$ cat src/rtl/led_matrix_scanner.sv
// Column-scanning driver for a 5x7 LED matrix fed by a Y-symmetric image (col_2/col_1/col_0).
// Optional whole-image blinking is compiled in with the MATRIX_BLINK_EN macro.
module led_matrix_scanner #(
    parameter int PRESCALE     = 50000,
    parameter int BLINK_FRAMES = 100
) (
    input  logic       clk,
    input  logic       reset,
    input  logic       enable,
    input  logic       blink,
    input  logic [6:0] col_2,
    input  logic [6:0] col_1,
    input  logic [6:0] col_0,
    output logic [4:0] matrix_col,
    output logic [6:0] matrix_row,
    output logic       frame_done
);

    localparam int            PW        = $clog2(PRESCALE);
    localparam logic [PW-1:0] PRESC_MAX = PW'(PRESCALE - 1);
    localparam logic [PW-1:0] PRESC_ONE = PW'(1);

    logic [PW-1:0] presc;
    logic [2:0]    col_idx;
    logic [6:0]    snap_2;
    logic [6:0]    snap_1;
    logic [6:0]    snap_0;
    logic [6:0]    col_bits;
    logic [4:0]    col_sel;
    logic          dwell_end;
    logic          row_dark;

    assign dwell_end = (presc == PRESC_MAX);

    // Mirror the three stored image columns onto five physical columns.
    always_comb begin
        col_bits = 7'h00;
        col_sel  = 5'b11111;
        case (col_idx)
            3'd0:    begin col_bits = snap_2; col_sel = 5'b11110; end
            3'd1:    begin col_bits = snap_1; col_sel = 5'b11101; end
            3'd2:    begin col_bits = snap_0; col_sel = 5'b11011; end
            3'd3:    begin col_bits = snap_1; col_sel = 5'b10111; end
            3'd4:    begin col_bits = snap_2; col_sel = 5'b01111; end
            default: begin col_bits = 7'h00;  col_sel = 5'b11111; end
        endcase
    end

`ifdef MATRIX_BLINK_EN
    localparam logic [7:0] FRAME_MAX = 8'(BLINK_FRAMES - 1);

    logic [7:0] frame_cnt;
    logic       phase_on;

    assign row_dark = blink && !phase_on;

    // Blink phase flips every BLINK_FRAMES completed frames while blinking.
    always_ff @(posedge clk) begin
        if (reset || !enable || !blink) begin
            frame_cnt <= 8'd0;
            phase_on  <= 1'b1;
        end else if (frame_done) begin
            if (frame_cnt == FRAME_MAX) begin
                frame_cnt <= 8'd0;
                phase_on  <= !phase_on;
            end else begin
                frame_cnt <= frame_cnt + 8'd1;
            end
        end
    end
`else
    localparam int unused_blink_frames = BLINK_FRAMES;
    logic unused_blink;

    assign unused_blink = blink;
    assign row_dark     = 1'b0;
`endif

    // Scan counters, frame snapshot and registered pin drive.
    always_ff @(posedge clk) begin
        if (reset) begin
            presc      <= '0;
            col_idx    <= 3'd0;
            snap_2     <= 7'h00;
            snap_1     <= 7'h00;
            snap_0     <= 7'h00;
            matrix_col <= 5'b11111;
            matrix_row <= 7'h7F;
            frame_done <= 1'b0;
        end else if (!enable) begin
            presc      <= '0;
            col_idx    <= 3'd0;
            matrix_col <= 5'b11111;
            matrix_row <= 7'h7F;
            frame_done <= 1'b0;
        end else begin
            // Whole image is captured once per frame so a frame never tears.
            if (presc == '0 && col_idx == 3'd0) begin
                snap_2 <= col_2;
                snap_1 <= col_1;
                snap_0 <= col_0;
            end
            if (dwell_end) begin
                presc   <= '0;
                col_idx <= (col_idx == 3'd4) ? 3'd0 : col_idx + 3'd1;
            end else begin
                presc   <= presc + PRESC_ONE;
            end
            frame_done <= dwell_end && (col_idx == 3'd4);
            if (presc == '0) begin
                matrix_col <= 5'b11111;
                matrix_row <= 7'h7F;
            end else begin
                matrix_col <= col_sel;
                matrix_row <= row_dark ? 7'h7F : ~col_bits;
            end
        end
    end

endmodule

$ cat config.mk
export PLATFORM = sky130hd
export DESIGN_NAME = led_matrix_scanner
export DESIGN_NICKNAME = d
export VERILOG_FILES = /design/src/rtl/led_matrix_scanner.sv
export SDC_FILE = /design/constraint.sdc
export NUM_CORES = 1
export LEC_CHECK = 0
export ABC_AREA = 0
export CORE_ASPECT_RATIO = 0.5
export CORE_MARGIN = 8
export CORE_UTILIZATION = 35
export CTS_CLUSTER_SIZE = 16
export DETAILED_ROUTE_END_ITERATION = 8
export HOLD_SLACK_MARGIN = 0.08
export PLACE_DENSITY = 0.67
export SYNTH_ARGS = -nofsm -noshare
export SYNTH_HDL_FRONTEND = slang
export SYNTH_SLANG_ARGS = --single-unit
$ cat constraint.sdc
create_clock -name clk -period 3.2 [get_ports clk]
set_input_delay 0.48 -clock clk [delete_from_list [all_inputs] [get_ports clk]]
set_output_delay 0.48 -clock clk [all_outputs]
set_load 0.01 [all_outputs]
### Yosys cells after proc, flatten, opt, wreduce, memory -nomap -nowiden

Index checks and enable logic that the tools add are counted.

* $add $sub $neg: 2
* equal/unequal tests: 5
* multiplexer cells: 3
* reductions and logical operators: 10
* bitwise operators: 2

Operator list (number)
* $pmux 5 s5: 1
* $pmux 7 s3: 1
* $add 16x1->16 const B: 1
* $eq 16x16->1 const B: 1
* $logic_not 16->1: 1
* $not 7->7: 1
* $eq 3x2->1 const B: 2
* $reduce_or 2->1: 3
* $reduce_or 3->1: 2
* $add 3x1->3 const B: 1
* $eq 3x1->1 const B: 1
* $eq 3x3->1 const B: 1
* $logic_not 3->1: 1
* $mux 3: 1
* $logic_and 1x1->1: 2
* $reduce_and 2->1: 1
* $not 1->1: 1

* word-level logic and storage cells: 30
* output and inout port bits: 13
* flip-flop bits (word level): 53

### Longest topological paths before layout

* word-level depth: 4
* mapped depth: 7
* mapped depth without buffers: 6

### Least setup slack after synthesis

No wires, ideal clock.

* path type: register to register
* start point: reg presc[0]
* end point: reg col_idx[1]
* cell stages (with the launch flop): 7
* setup slack: 1.468 ns
* data arrival time: 1.618 ns
* setup time: 0.114 ns
* cell sequence: dfxtp_1 ha_1 nand3_2 or3_1 buf_6 o21bai_4 a2bb2o_4

* longest elaborated chain between the ends: 1

Ends and longest elaborated chain
* start, declared: line 23 `logic [PW-1:0] presc;`
* start signal, assigned: line 107 `presc <= presc + PRESC_ONE;`
* $eq 16x16->1: line 33 `assign dwell_end = (presc == PRESC_MAX);`
* end signal, assigned: line 105 `col_idx <= (col_idx == 3'd4) ? 3'd0 : col_idx + 3'd1;`
* end, declared: line 24 `logic [2:0] col_idx;`

No other way between the ends.
A chain may end at the register's enable or synchronous reset.

### Final worst setup path

* start point: in reset
* end point: reg matrix_row[3]

* longest elaborated chain between the ends: 1

Ends and longest elaborated chain
* start, declared: line 8 `input logic reset,`
* $reduce_or 3->1 (no line)
* end signal, assigned: line 115 `matrix_row <= row_dark ? 7'h7F : ~col_bits;`
* end, declared: line 15 `output logic [6:0] matrix_row,`

No other way between the ends.

==> run_results.csv <==
group,metric,value,unit
status,outcome,"finished, final reports clean",
sta,finalCritPeriodShare,0.6458,
cells_and_area,final_cell_mix,"dfxtp_1, nand2b_1, clkdlybuf4s50_1",
drt,drcViolationCount,0,
floorplan,die_h,74.81,microns
grt,grt_overflow,0,
floorplan,die_area,9996,sq um
cts,clock_sinks,53,
pwr,power_density,438.9,nW/um^2
worst_setup_path,startpoint_type,"primary input",
placement,dp_slack,0.8811,ns
cells_and_area,multiInputGateArea,1264,sq um
synthesis,ys_ff_latch,53,
placement,numPortBuffers,36,
grt,grt_pass1_vias,1770,
job,cap_violations,0,
synthesis,synthMuxAreaShare,0.08682,
synthesis,synth.distinct_cells,40,
grt,antenna_found_initial,0,
synthesis,seq_area_frac_synth,0.4382,
worst_setup_path,critical_path_class,"in2reg",
worst_hold_path,hold_class,"reg2reg",
cells_and_area,final_area,2982,sq um
cts,clk_pin_slew,0.06,ns
floorplan,fp.dieW,133.6,microns
drt,wl_per_cell,13.13,microns
drt,num_vias,1755,
synthesis,synth_warnings,0,
placement,placed_area,2845,sq um
grt,grt_pass1_wl,8.162,mm
cells_and_area,antenna_cells,0,
floorplan,core_area,6700,sq um
cts,clockBufferDepth,2,
cts,cts_max_level,2,
drt,drt_iter0_markers,143,
cells_and_area,mostFrequentLayoutCell,"dfxtp_1",
drt,postRouteAntennaNets,0,
sta,rsz0062_at_grt,"no",
synthesis,synth_area,2421,sq um
sta,fin_skew,0.004066,ns
synthesis,synth_fa_ha_area_frac,0.03618,
placement,gp_congestion,0.7935,
sta,fmax,0.4839,GHz
sta,timing.final.ws_setup,1.133,ns
cells_and_area,regArea,1061,sq um
synthesis,synthXorXnorAreaFrac,0.05065,
sta,fin_tns_setup,0,ns
cts,cts_resized,0,
synthesis,async_flop_share,0,
cells_and_area,drive_gt1_frac,0.07774,
cts,cts_hold_buf,0,
cells_and_area,nets,314,
cts,cts_tree,"built",
floorplan,start_util,0.3613,
pwr,power.leakage,0.001057,uW
synthesis,synth-compound-area-share,0.06977,
sta,hold_viol,0,
synthesis,syn_nets,282,
sta,relSlewSlack,0.5600,
synthesis,netlist_instances,250,
pwr,totalPowerFinal,1309,uW
worst_setup_path,crit_fanout,7,
worst_setup_path,cp.arrival,2.23,ns
synthesis,synth-simple-area-share,0.2760,
placement,place_hpwl,3.556,mm
drt,firstDrtPassIters,5,
sta,worst_pin_slew,0.6586,ns
grt,grt_use_total,0.09971,
synthesis,synth_ff_type,"dfxtp_1",
cts,clkLatencyLatePin,0.28,ns
cells_and_area,area_growth,23.15,%
worst_setup_path,cp.required,3.37,ns
floorplan,ios,38,
grt,grt_max_degree,43,
cts,clockRootBuffer,"clkbuf_16",
cts,cts_made_buffers,5,
synthesis,synth-edff-count,0,
synthesis,synth_top_family_by_area,"simple AND/OR/NAND/NOR gates",
sta,final-setup-viol-count,0,
synthesis,avgSynthCellArea,9.684,sq um
pwr,ir_worst_vdd,0.0001832,V
sta,maxSlewViolCount,0,
cells_and_area,nFillCells,641,
cells_and_area,utilization,0.4450,
cts,post_cts_buffers,0,
worst_setup_path,end_kind,"flop",
floorplan,rows,21,
sta,period_needed,2.067,ns
drt,routed_via_density,4.680,
drt,wirelength,4.924,mm
-- report_power, final --
group / switching, uW / internal, uW / leakage (uW) / total (uW)
Combinational: 43.3 / 66.2 / 0.000561 / 110
Clock: 215 / 291 / 0.0000652 / 507
Sequential: 11.9 / 681 / 0.000431 / 693
Total: 271 / 1040 / 0.00106 / 1310
-- worst max-delay path, stage by stage --
cell and delay (ns):
clkdlybuf4s50_1 0.41, nand2b_1 0.23, a41oi_1 0.45, nand2_1 0.29, or2_2 0.36
-- layout make-up --
cell class              instances  share of cell area
clock buffers                   8             0.04574
multi-input cells             176              0.4238
well taps                      92             0.03861
flip-flops and latches         53              0.3559
inverters                       8             0.01007
repair buffers                 38              0.1259
-- per-stage QoR --
stage | hold slack (ns) | cells
4_1_cts | 0.4814 | 375
2_1_floorplan | 0.4416 | 250
3_3_place_gp | 0.4574 | 367
3_5_place_dp | 0.4670 | 367
6_report | 0.4774 | 375
5_1_grt | 0.4869 | 375
-- routing by layer --
layer | up-vias | part of all wire | global-route usage
li1 | 915 | - | -
met1 | 803 | 0.48 | 0.1180
met2 | 30 | 0.47 | 0.1692
met3 | 7 | 0.044 | 0.02863
met4 | 0 | 0.014 | 0.04316
met5 | - | 0 | 0
-- cell usage after synthesis, drive strengths merged (2+ instances only) --
cell,number,share of area
inv,8,0.012
nand2,11,0.018
nor4,6,0.018
buf,6,0.019
dfxtp,53,0.44
xor2,3,0.011
nand3,9,0.021
or2,8,0.021
o32ai,2,0.0072
nand2b,45,0.12
nand4,4,0.013
xnor2,11,0.040
a222oi,7,0.029
nor4b,2,0.0098
o21ai,2,0.0041
ha,7,0.036
mux2i,21,0.087
nor2,22,0.034
and3,2,0.0057
nor3,6,0.014
clkbuf,7,0.011
-- flip-flops by register name, summed over array words and instances (netlist names) --
signal	flops
snap_2	7
frame_done	1
snap_1	7
snap_0	7
presc	16
matrix_col	5
matrix_row	7
col_idx	3
-- final timing paths --
kind / startpoint / cells after the start / slack (ns) / to
worst max-delay path: reset / 5 / 1.13 / matrix_row[3]
worst min-delay path: snap_2[6] / 2 / 0.48 / snap_2[6]
worst max register to register: presc[0] / 6 / 1.14 / matrix_row[3]
worst min register to register: snap_2[6] / 2 / 0.48 / snap_2[6]
-- cell families after synthesis --
group           after synthesis
compound gates               17
xor+xnor                     14
fa+ha+maj                     7
buf+inv                      21
flops                        53
mux                          21
simple gates                117
No activity file was read; power rests on OpenSTA's default activity.
